$ cat config.mk
export PLATFORM = sky130hd
export DESIGN_NAME = id_ex_operand_stage_flat
export DESIGN_NICKNAME = d
export VERILOG_FILES = /design/src/rtl/id_ex_operand_stage_if.sv /design/src/rtl/id_ex_operand_stage.sv /design/src/flat_wrapper.sv
export SDC_FILE = /design/constraint.sdc
export NUM_CORES = 1
export LEC_CHECK = 0
export CELL_PAD_IN_SITES_DETAIL_PLACEMENT = 1
export CELL_PAD_IN_SITES_GLOBAL_PLACEMENT = 1
export CORE_MARGIN = 2
export CORE_UTILIZATION = 34
export CTS_BUF_LIST = sky130_fd_sc_hd__clkbuf_4 sky130_fd_sc_hd__clkbuf_8
export CTS_CLUSTER_DIAMETER = 150
export CTS_CLUSTER_SIZE = 10
export DETAILED_ROUTE_END_ITERATION = 6
export PLACE_DENSITY = 0.9
export SLEW_MARGIN = 40
export SYNTH_ARGS = -nofsm -noshare
export SYNTH_HDL_FRONTEND = slang
export SYNTH_SLANG_ARGS = --single-unit
$ cat constraint.sdc
create_clock -name clk_i -period 5.1 [get_ports clk_i]
set_input_delay 0.765 -clock clk_i [delete_from_list [all_inputs] [get_ports clk_i]]
set_output_delay 0.765 -clock clk_i [all_outputs]
set_load 0.01 [all_outputs]
$ cat src/rtl/id_ex_operand_stage_if.sv
// ID/EX operand-stage bus: ID-side operands and control, hazard/forwarding
// inputs from later stages, and the registered EX-side outputs.
interface id_ex_operand_stage_if #(
   parameter int unsigned XLEN   = 32,
   parameter int unsigned REG_AW = 5
);
   // Decoded instruction from ID
   logic              id_valid_i;
   logic [REG_AW-1:0] id_rs1_addr_i;
   logic [REG_AW-1:0] id_rs2_addr_i;
   logic [REG_AW-1:0] id_rd_addr_i;
   logic [XLEN-1:0]   id_rs1_data_i;
   logic [XLEN-1:0]   id_rs2_data_i;
   logic [XLEN-1:0]   id_imm_i;
   logic              id_uses_rs2_i;
   logic              id_alu_src_i;
   logic [3:0]        id_alu_ctrl_i;
   logic              id_reg_write_i;
   logic              id_mem_read_i;
   logic              id_mem_write_i;
   logic              id_mem_to_reg_i;
   logic              id_branch_i;
   logic              flush_i;

   // Forwarding sources
   logic              exm_reg_write_i;
   logic [REG_AW-1:0] exm_rd_addr_i;
   logic [XLEN-1:0]   exm_result_i;
   logic              wb_reg_write_i;
   logic [REG_AW-1:0] wb_rd_addr_i;
   logic [XLEN-1:0]   wb_data_i;

   // EX-side outputs
   logic [XLEN-1:0]   src1_o;
   logic [XLEN-1:0]   src2_o;
   logic [3:0]        alu_ctrl_o;
   logic [XLEN-1:0]   store_data_o;
   logic [REG_AW-1:0] ex_rd_addr_o;
   logic              ex_valid_o;
   logic              ex_reg_write_o;
   logic              ex_mem_read_o;
   logic              ex_mem_write_o;
   logic              ex_mem_to_reg_o;
   logic              ex_branch_o;
   logic              load_use_stall_o;

   modport master (
      output id_valid_i, id_rs1_addr_i, id_rs2_addr_i, id_rd_addr_i,
             id_rs1_data_i, id_rs2_data_i, id_imm_i, id_uses_rs2_i,
             id_alu_src_i, id_alu_ctrl_i, id_reg_write_i, id_mem_read_i,
             id_mem_write_i, id_mem_to_reg_i, id_branch_i, flush_i,
             exm_reg_write_i, exm_rd_addr_i, exm_result_i,
             wb_reg_write_i, wb_rd_addr_i, wb_data_i,
      input  src1_o, src2_o, alu_ctrl_o, store_data_o, ex_rd_addr_o,
             ex_valid_o, ex_reg_write_o, ex_mem_read_o, ex_mem_write_o,
             ex_mem_to_reg_o, ex_branch_o, load_use_stall_o
   );

   modport slave (
      input  id_valid_i, id_rs1_addr_i, id_rs2_addr_i, id_rd_addr_i,
             id_rs1_data_i, id_rs2_data_i, id_imm_i, id_uses_rs2_i,
             id_alu_src_i, id_alu_ctrl_i, id_reg_write_i, id_mem_read_i,
             id_mem_write_i, id_mem_to_reg_i, id_branch_i, flush_i,
             exm_reg_write_i, exm_rd_addr_i, exm_result_i,
             wb_reg_write_i, wb_rd_addr_i, wb_data_i,
      output src1_o, src2_o, alu_ctrl_o, store_data_o, ex_rd_addr_o,
             ex_valid_o, ex_reg_write_o, ex_mem_read_o, ex_mem_write_o,
             ex_mem_to_reg_o, ex_branch_o, load_use_stall_o
   );
endinterface

$ cat src/rtl/id_ex_operand_stage.sv
// ID/EX pipeline register feeding the ALU. Resolves EX/MEM and MEM/WB
// forwarding, detects load-use hazards and inserts bubbles on stall/flush.
module id_ex_operand_stage #(
   parameter int unsigned XLEN   = 32,
   parameter int unsigned REG_AW = 5
) (
   input logic                 clk_i,
   input logic                 rst_n,
   id_ex_operand_stage_if.slave bus
);

   typedef struct packed {
      logic              valid;
      logic [REG_AW-1:0] rs1_addr;
      logic [REG_AW-1:0] rs2_addr;
      logic [REG_AW-1:0] rd_addr;
      logic [XLEN-1:0]   rs1_data;
      logic [XLEN-1:0]   rs2_data;
      logic [XLEN-1:0]   imm;
      logic              alu_src;
      logic [3:0]        alu_ctrl;
      logic              reg_write;
      logic              mem_read;
      logic              mem_write;
      logic              mem_to_reg;
      logic              branch;
   } ex_reg_t;

   ex_reg_t         ex_d, ex_q;
   logic            stall;
   logic [XLEN-1:0] fwd_rs1, fwd_rs2;

   // Load-use hazard: a load in EX whose destination ID is about to read.
   always_comb begin
      stall = 1'b0;
      if (bus.id_valid_i && ex_q.valid && ex_q.mem_read && (ex_q.rd_addr != '0)) begin
         if ((ex_q.rd_addr == bus.id_rs1_addr_i) ||
             (bus.id_uses_rs2_i && (ex_q.rd_addr == bus.id_rs2_addr_i))) begin
            stall = 1'b1;
         end
      end
   end

   // Next register contents: flush beats stall, both load an all-zero bubble.
   always_comb begin
      ex_d = '0;
      if (!bus.flush_i && !stall) begin
         ex_d.valid      = bus.id_valid_i;
         ex_d.rs1_addr   = bus.id_rs1_addr_i;
         ex_d.rs2_addr   = bus.id_rs2_addr_i;
         ex_d.rd_addr    = bus.id_rd_addr_i;
         ex_d.rs1_data   = bus.id_rs1_data_i;
         ex_d.rs2_data   = bus.id_rs2_data_i;
         ex_d.imm        = bus.id_imm_i;
         ex_d.alu_src    = bus.id_alu_src_i;
         ex_d.alu_ctrl   = bus.id_alu_ctrl_i;
         ex_d.reg_write  = bus.id_reg_write_i;
         ex_d.mem_read   = bus.id_mem_read_i;
         ex_d.mem_write  = bus.id_mem_write_i;
         ex_d.mem_to_reg = bus.id_mem_to_reg_i;
         ex_d.branch     = bus.id_branch_i;
      end
   end

   // ID/EX pipeline register.
   always_ff @(posedge clk_i or negedge rst_n) begin
      if (!rst_n) begin
         ex_q <= '0;
      end else begin
         ex_q <= ex_d;
      end
   end

   // rs1 forwarding: EX/MEM first, then MEM/WB, never for x0.
   always_comb begin
      fwd_rs1 = ex_q.rs1_data;
      if (bus.exm_reg_write_i && (bus.exm_rd_addr_i != '0) &&
          (bus.exm_rd_addr_i == ex_q.rs1_addr)) begin
         fwd_rs1 = bus.exm_result_i;
      end else if (bus.wb_reg_write_i && (bus.wb_rd_addr_i != '0) &&
                   (bus.wb_rd_addr_i == ex_q.rs1_addr)) begin
         fwd_rs1 = bus.wb_data_i;
      end
   end

   // rs2 forwarding, same priority as rs1.
   always_comb begin
      fwd_rs2 = ex_q.rs2_data;
      if (bus.exm_reg_write_i && (bus.exm_rd_addr_i != '0) &&
          (bus.exm_rd_addr_i == ex_q.rs2_addr)) begin
         fwd_rs2 = bus.exm_result_i;
      end else if (bus.wb_reg_write_i && (bus.wb_rd_addr_i != '0) &&
                   (bus.wb_rd_addr_i == ex_q.rs2_addr)) begin
         fwd_rs2 = bus.wb_data_i;
      end
   end

   // ALU operands are zeroed while EX holds a bubble.
   always_comb begin
      bus.src1_o       = '0;
      bus.src2_o       = '0;
      bus.store_data_o = '0;
      if (ex_q.valid) begin
         bus.src1_o       = fwd_rs1;
         bus.src2_o       = ex_q.alu_src ? ex_q.imm : fwd_rs2;
         bus.store_data_o = fwd_rs2;
      end
   end

   assign bus.alu_ctrl_o       = ex_q.alu_ctrl;
   assign bus.ex_rd_addr_o     = ex_q.rd_addr;
   assign bus.ex_valid_o       = ex_q.valid;
   assign bus.ex_reg_write_o   = ex_q.reg_write;
   assign bus.ex_mem_read_o    = ex_q.mem_read;
   assign bus.ex_mem_write_o   = ex_q.mem_write;
   assign bus.ex_mem_to_reg_o  = ex_q.mem_to_reg;
   assign bus.ex_branch_o      = ex_q.branch;
   assign bus.load_use_stall_o = stall;

endmodule

$ cat src/flat_wrapper.sv
// flat-port wrapper written by rule: the top's interface ports become plain ports
module id_ex_operand_stage_flat 
#(
   parameter int unsigned XLEN   = 32,
   parameter int unsigned REG_AW = 5
)
  (clk_i, rst_n, bus_id_valid_i, bus_id_rs1_addr_i, bus_id_rs2_addr_i, bus_id_rd_addr_i, bus_id_rs1_data_i, bus_id_rs2_data_i, bus_id_imm_i, bus_id_uses_rs2_i, bus_id_alu_src_i, bus_id_alu_ctrl_i, bus_id_reg_write_i, bus_id_mem_read_i, bus_id_mem_write_i, bus_id_mem_to_reg_i, bus_id_branch_i, bus_flush_i, bus_exm_reg_write_i, bus_exm_rd_addr_i, bus_exm_result_i, bus_wb_reg_write_i, bus_wb_rd_addr_i, bus_wb_data_i, bus_src1_o, bus_src2_o, bus_alu_ctrl_o, bus_store_data_o, bus_ex_rd_addr_o, bus_ex_valid_o, bus_ex_reg_write_o, bus_ex_mem_read_o, bus_ex_mem_write_o, bus_ex_mem_to_reg_o, bus_ex_branch_o, bus_load_use_stall_o);
  id_ex_operand_stage_if #(.XLEN(XLEN), .REG_AW(REG_AW)) bus_i ();
  input logic clk_i;
  input logic rst_n;
  input wire logic [$bits(bus_i.id_valid_i)-1:0] bus_id_valid_i;
  input wire logic [$bits(bus_i.id_rs1_addr_i)-1:0] bus_id_rs1_addr_i;
  input wire logic [$bits(bus_i.id_rs2_addr_i)-1:0] bus_id_rs2_addr_i;
  input wire logic [$bits(bus_i.id_rd_addr_i)-1:0] bus_id_rd_addr_i;
  input wire logic [$bits(bus_i.id_rs1_data_i)-1:0] bus_id_rs1_data_i;
  input wire logic [$bits(bus_i.id_rs2_data_i)-1:0] bus_id_rs2_data_i;
  input wire logic [$bits(bus_i.id_imm_i)-1:0] bus_id_imm_i;
  input wire logic [$bits(bus_i.id_uses_rs2_i)-1:0] bus_id_uses_rs2_i;
  input wire logic [$bits(bus_i.id_alu_src_i)-1:0] bus_id_alu_src_i;
  input wire logic [$bits(bus_i.id_alu_ctrl_i)-1:0] bus_id_alu_ctrl_i;
  input wire logic [$bits(bus_i.id_reg_write_i)-1:0] bus_id_reg_write_i;
  input wire logic [$bits(bus_i.id_mem_read_i)-1:0] bus_id_mem_read_i;
  input wire logic [$bits(bus_i.id_mem_write_i)-1:0] bus_id_mem_write_i;
  input wire logic [$bits(bus_i.id_mem_to_reg_i)-1:0] bus_id_mem_to_reg_i;
  input wire logic [$bits(bus_i.id_branch_i)-1:0] bus_id_branch_i;
  input wire logic [$bits(bus_i.flush_i)-1:0] bus_flush_i;
  input wire logic [$bits(bus_i.exm_reg_write_i)-1:0] bus_exm_reg_write_i;
  input wire logic [$bits(bus_i.exm_rd_addr_i)-1:0] bus_exm_rd_addr_i;
  input wire logic [$bits(bus_i.exm_result_i)-1:0] bus_exm_result_i;
  input wire logic [$bits(bus_i.wb_reg_write_i)-1:0] bus_wb_reg_write_i;
  input wire logic [$bits(bus_i.wb_rd_addr_i)-1:0] bus_wb_rd_addr_i;
  input wire logic [$bits(bus_i.wb_data_i)-1:0] bus_wb_data_i;
  output wire logic [$bits(bus_i.src1_o)-1:0] bus_src1_o;
  output wire logic [$bits(bus_i.src2_o)-1:0] bus_src2_o;
  output wire logic [$bits(bus_i.alu_ctrl_o)-1:0] bus_alu_ctrl_o;
  output wire logic [$bits(bus_i.store_data_o)-1:0] bus_store_data_o;
  output wire logic [$bits(bus_i.ex_rd_addr_o)-1:0] bus_ex_rd_addr_o;
  output wire logic [$bits(bus_i.ex_valid_o)-1:0] bus_ex_valid_o;
  output wire logic [$bits(bus_i.ex_reg_write_o)-1:0] bus_ex_reg_write_o;
  output wire logic [$bits(bus_i.ex_mem_read_o)-1:0] bus_ex_mem_read_o;
  output wire logic [$bits(bus_i.ex_mem_write_o)-1:0] bus_ex_mem_write_o;
  output wire logic [$bits(bus_i.ex_mem_to_reg_o)-1:0] bus_ex_mem_to_reg_o;
  output wire logic [$bits(bus_i.ex_branch_o)-1:0] bus_ex_branch_o;
  output wire logic [$bits(bus_i.load_use_stall_o)-1:0] bus_load_use_stall_o;
  assign bus_i.id_valid_i = bus_id_valid_i;
  assign bus_i.id_rs1_addr_i = bus_id_rs1_addr_i;
  assign bus_i.id_rs2_addr_i = bus_id_rs2_addr_i;
  assign bus_i.id_rd_addr_i = bus_id_rd_addr_i;
  assign bus_i.id_rs1_data_i = bus_id_rs1_data_i;
  assign bus_i.id_rs2_data_i = bus_id_rs2_data_i;
  assign bus_i.id_imm_i = bus_id_imm_i;
  assign bus_i.id_uses_rs2_i = bus_id_uses_rs2_i;
  assign bus_i.id_alu_src_i = bus_id_alu_src_i;
  assign bus_i.id_alu_ctrl_i = bus_id_alu_ctrl_i;
  assign bus_i.id_reg_write_i = bus_id_reg_write_i;
  assign bus_i.id_mem_read_i = bus_id_mem_read_i;
  assign bus_i.id_mem_write_i = bus_id_mem_write_i;
  assign bus_i.id_mem_to_reg_i = bus_id_mem_to_reg_i;
  assign bus_i.id_branch_i = bus_id_branch_i;
  assign bus_i.flush_i = bus_flush_i;
  assign bus_i.exm_reg_write_i = bus_exm_reg_write_i;
  assign bus_i.exm_rd_addr_i = bus_exm_rd_addr_i;
  assign bus_i.exm_result_i = bus_exm_result_i;
  assign bus_i.wb_reg_write_i = bus_wb_reg_write_i;
  assign bus_i.wb_rd_addr_i = bus_wb_rd_addr_i;
  assign bus_i.wb_data_i = bus_wb_data_i;
  assign bus_src1_o = bus_i.src1_o;
  assign bus_src2_o = bus_i.src2_o;
  assign bus_alu_ctrl_o = bus_i.alu_ctrl_o;
  assign bus_store_data_o = bus_i.store_data_o;
  assign bus_ex_rd_addr_o = bus_i.ex_rd_addr_o;
  assign bus_ex_valid_o = bus_i.ex_valid_o;
  assign bus_ex_reg_write_o = bus_i.ex_reg_write_o;
  assign bus_ex_mem_read_o = bus_i.ex_mem_read_o;
  assign bus_ex_mem_write_o = bus_i.ex_mem_write_o;
  assign bus_ex_mem_to_reg_o = bus_i.ex_mem_to_reg_o;
  assign bus_ex_branch_o = bus_i.ex_branch_o;
  assign bus_load_use_stall_o = bus_i.load_use_stall_o;
  id_ex_operand_stage #(.XLEN(XLEN), .REG_AW(REG_AW)) u_core (.clk_i(clk_i), .rst_n(rst_n), .bus(bus_i));
endmodule
Word-level counts from Yosys, hierarchy flattened:

Cells that the tools add are included.

* register bits after elaboration: 122
* latch bits: 0
* input port bits: 202
* memories: 0
* ROM bits: 0
* logic and storage cells: 48
* bits in writable memories: 0
* output and inout port bits: 112

* $add $sub $neg: 0
* magnitude comparators: 0
* eq/ne operators: 6
* bitwise operators: 0
* $mul: 0
* divide/modulo/power cells: 0
* multiplexer cells: 11
* shifts and indexed selects: 0
* reductions and logical operators: 17

Operators with widths (number)
* $mux W32: 8
* $mux W122: 1
* $eq A5 B5 Y1: 6
* $reduce_bool A5 Y1: 3
* $logic_and A1 B1 Y1: 11
* $logic_not A1 Y1: 2
* $mux W1: 2
* $logic_or A1 B1 Y1: 1

Longest topological paths before layout:

* depth in word-level cells: 8
* gate-level depth with buffers: 8
* gate-level depth less buffers: 5

Least setup slack after synthesis:

Ideal clock, no wire load.

* path kind: input -> output
* start point: input bus_wb_rd_addr_i[0]
* end point: output bus_src2_o[10]
* required time: 4335 ps
* arrival time: 2519 ps
* path buffers: 2
* stages on the path: 7
* setup slack: 1816 ps
* cells stage by stage: or4_1 > o21a_1 > and3_1 > buf_6 > buf_6 > mux2_4 > a221o_1

* word-level cells in the longest chain between the ends: 7
* elaborated cells on any way between the ends: 8
* those cells by class: eq/ne (1); mux (4); reduce/logical (3)

RTL lines
* start: declaration: RTL line flat_wrapper.sv:31 `input wire logic [$bits(bus_i.wb_rd_addr_i)-1:0] bus_wb_rd_addr_i;`
* $reduce_bool A5 Y1: RTL line id_ex_operand_stage.sv:92 `end else if (bus.wb_reg_write_i && (bus.wb_rd_addr_i != '0) &&`
* $logic_and A1 B1 Y1: RTL line id_ex_operand_stage.sv:92
* $logic_and A1 B1 Y1 (*): RTL line id_ex_operand_stage.sv:92
* $mux W32 (*): RTL line id_ex_operand_stage.sv:92
* $mux W32 (*): RTL line id_ex_operand_stage.sv:89 `if (bus.exm_reg_write_i && (bus.exm_rd_addr_i != '0) &&`
* $mux W32 (*): RTL line id_ex_operand_stage.sv:105 `bus.src2_o = ex_q.alu_src ? ex_q.imm : fwd_rs2;`
* $mux W32 (*): RTL line id_ex_operand_stage.sv:103 `if (ex_q.valid) begin`
* end: declaration: RTL line flat_wrapper.sv:34 `output wire logic [$bits(bus_i.src2_o)-1:0] bus_src2_o;`

Mark *: on every way between the ends. The rest lies on a longest branch, timed or not.

Worst setup path in the final report:

* start point: input bus_exm_rd_addr_i[0]
* end point: output bus_src1_o[10]

* word-level cells in the longest chain between the ends: 5
* elaborated cells on any way between the ends: 6
* those cells by class: eq/ne (1); mux (2); reduce/logical (3)

RTL lines
* start: declaration: RTL line flat_wrapper.sv:28 `input wire logic [$bits(bus_i.exm_rd_addr_i)-1:0] bus_exm_rd_addr_i;`
* $reduce_bool A5 Y1: RTL line id_ex_operand_stage.sv:77 `if (bus.exm_reg_write_i && (bus.exm_rd_addr_i != '0) &&`
* $logic_and A1 B1 Y1: RTL line id_ex_operand_stage.sv:77
* $logic_and A1 B1 Y1 (*): RTL line id_ex_operand_stage.sv:77
* $mux W32 (*): RTL line id_ex_operand_stage.sv:77
* $mux W32 (*): RTL line id_ex_operand_stage.sv:103
* end: declaration: RTL line flat_wrapper.sv:33 `output wire logic [$bits(bus_i.src1_o)-1:0] bus_src1_o;`

Marked as above.

==> impl_metrics.csv <==
group,metric,value,unit
floorplanning,die_h,146,um
worst_setup_path,path_class,"in -> out",
place,port_buffers,313,
clocking,worstSkewPairLatency,0.43,ns
drt,vias,6770,
timing,period_share,89.3,%
clocking,cts_hold_buf,0,
final_layout,seqCellArea,3050,um2
logic_synthesis,seq_area_frac_synth,44.4,%
timing,whs,0.295,ns
drt,finalWirelength,27600,um
logic_synthesis,syn_nets,928,
logic_synthesis,ys_async_sr_fraction,100,%
worst_setup_path,critPathLaunch,"bus_exm_rd_addr_i[0]",
flow_run,maxCapViolCount,0,
drt,drtIter0Drc,242,
pwr,power.density,230,nW/um2
final_layout,utilization,53.8,%
timing,fmax,0.220,GHz
logic_synthesis,netlist.area_leader.share,44.4,%
floorplanning,design.core.area,19700,um2
logic_synthesis,synth_top_area_cell,"dfrtp_1",
timing,fin_skew,0.00767,ns
drt,vias_per_cell,5.32,
timing,setup_viol,0,
final_layout,multi_input_area,3500,um2
drt,postRouteAntennaNets,0,
worst_setup_path,worstPathRequired,4.34,ns
clocking,post-cts-setup-buffer-count,0,
grt,track_usage,25.7,%
timing,grt_setup_unrepaired,"false",
clocking,cts.path.max_buffers,2,
logic_synthesis,ys_top_cells_by_area,"dfrtp_1, and2_1, mux2_4, nand2_1, mux2i_1",
grt,grt_pass1_wl,42700,um
logic_synthesis,synthTopCellsByCount,"and2_1, dfrtp_1, nand2_1, o21ai_0, clkbuf_1",
clocking,cts_max_level,4,
worst_setup_path,critPathArrivalTime,3.79,ns
floorplanning,rows,51,
clocking,clockRootBuffer,"clkbuf_8",
timing,hold_viol,0,
drt,wl_per_cell,21.7,um
worst_hold_path,min_path_type,"in -> async",
timing,tightest_slew,0.856,ns
clocking,cts_buffers,17,
logic_synthesis,yosysMostFrequentCell,"and2_1",
clocking,cts.repair.resized,0,
clocking,clk_pin_slew_worst_paths,0.07,ns
final_layout,fill_cells,2250,
grt,grt_pass1_vias,7605,
timing,fin_tns_setup,0,ns
floorplanning,dieArea,21400,um2
worst_setup_path,setup.worst_path.start_class,"input port",
timing,fin_crit,4.55,ns
logic_synthesis,ys_types,28,
logic_synthesis,yosys_warnings,0,
status,status,"finished, final reports clean",
floorplanning,die_w,146,um
grt,grt_max_degree,98,
floorplanning,initial_core_util,35.0,%
place,hpwl,19800,um
worst_setup_path,worstPathMaxFanout,38,
logic_synthesis,syn-cell-area,6870,um2
timing,slew_viol_final,0,
logic_synthesis,syn_area_per_cell,9.46,um2
clocking,cts_tree,"built",
floorplanning,num_io_pins,314,
drt,drcViolationCount,0,
grt,antenna_found_initial,1,
worst_setup_path,end_kind,"output port",
pwr,ir_drop,136,uV
pwr,p_leak,4.10,nW
clocking,cts_sinks,122,
logic_synthesis,synth_edf_count,0,
place,gp_congestion,0.869,
grt,grt-ovfl-total,0,
final_layout,nets,1197,
logic_synthesis,synth_cells,726,
final_layout,area_growth,54.0,%
worst_setup_path,rr_startpoint,"u_core.bus.ex_valid_o",
final_layout,drive_above_1_share,8.24,%
drt,drt_first_pass_iters,5,
logic_synthesis,synth_ff_type,"dfrtp_1",
timing,max-slew-margin-rel,42.9,%
logic_synthesis,ys_ff_latch,122,
[critical path, stage by stage]
cell and delay (ns):
clkdlybuf4s50_1 0.47, or4_1 0.55, o21ai_0 0.25, or4_2 0.57, buf_12 0.28, o21ai_0 0.12, a21oi_1 0.19, clkdlybuf4s50_1 0.58
[routing by layer]
| layer | vias up | GRT usage, % | share of wire (%) |
|---|---|---|---|
| met3 | 50 | 6.59 | 5.9 |
| met4 | 0 | 10.9 | 3.1 |
| met1 | 3425 | 28.1 | 38 |
| met2 | 252 | 47.3 | 53 |
| li1 | 3043 | - | - |
| met5 | - | 0 | 0 |
[kinds of logic (layout without fill, tap and decap cells)]
logic type | Yosys count | in the layout | synth area share (%)
and+or+nand+nor | 270 | 270 | 20.4
AOI/OAI and AO/OA | 165 | 165 | 14.9
DFF | 122 | 122 | 44.4
buffers and inverters | 75 | 356 | 5.10
xor gates and xnor gates | 30 | 30 | 3.82
muxes | 64 | 64 | 11.3
other | 0 | 1 | 0
[layout by cell type, fill, tap and decap left out, drive strengths merged]
cell type,netlist,final
xnor2,18,18
nor2b,1,1
dfrtp,122,122
diode,0,1
xor2,12,12
nor2,2,2
mux2,30,30
nor3,33,33
o221ai,2,2
nand3,6,6
a221o,30,30
a21oi,36,36
buf,18,13
mux2i,34,34
a31oi,30,30
o22ai,1,1
and2,125,125
o21a,1,1
clkinv,0,3
o21ai,65,65
or4,4,4
and4,1,1
clkinvlp,0,2
nand2,96,96
and3,1,1
nand4,1,1
bufinv,0,2
clkdlybuf4s50,0,312
clkbuf,57,24
[where the power goes]
part           total, mW  switching (mW)  internal (mW)
Clock              0.894           0.396          0.498
Sequential          1.04          0.0257           1.02
Combinational      0.494           0.210          0.284
Total               2.43           0.632           1.80
[sequential cells by signal, summed over array words and instances, names as in the netlist]
name	count
u_core.bus.alu_ctrl_o	4
u_core.bus.ex_branch_o	1
u_core.bus.ex_mem_read_o	1
u_core.bus.ex_mem_to_reg_o	1
u_core.bus.ex_mem_write_o	1
u_core.bus.ex_rd_addr_o	5
u_core.bus.ex_reg_write_o	1
u_core.bus.ex_valid_o	1
u_core.ex_q	107
[worst paths after layout]
check	depth (start not counted)	slack [ns]	to
setup / recovery	8	0.55	bus_src1_o[10]
hold / removal	1	0.29	u_core.bus.ex_mem_to_reg_o
setup reg to reg	6	3.12	u_core.ex_q[53]
hold reg to reg	5	1.34	u_core.bus.ex_rd_addr_o[1]
max in group asynchronous	2	3.83	u_core.ex_q[83]
min in group clk_i	2	0.88	u_core.ex_q[32]
[through the flow]
step | total power [mW] | worst slack [ns] | std cells | area, um2
after floorplan | 1.24 | 1.82 | 726 | 6870
final | 2.43 | 0.547 | 1273 | 10600
after detailed placement | 1.55 | 0.358 | 1241 | 10200
after global placement | 1.53 | 0.539 | 1240 | 10200
after global routing | 2.54 | 0.385 | 1272 | 10600
after CTS | 2.46 | 0.351 | 1272 | 10600
[layout make-up]
class | count | area share (%)
tap | 265 | 3.13
timing repair buffer | 325 | 31.1
antenna | 1 | 0.0236
multi-input combinational | 529 | 33.0
clock inverter | 7 | 0.851
clock buffer | 24 | 2.94
sequential | 122 | 28.9
Power figures use the tool's default switching activity.
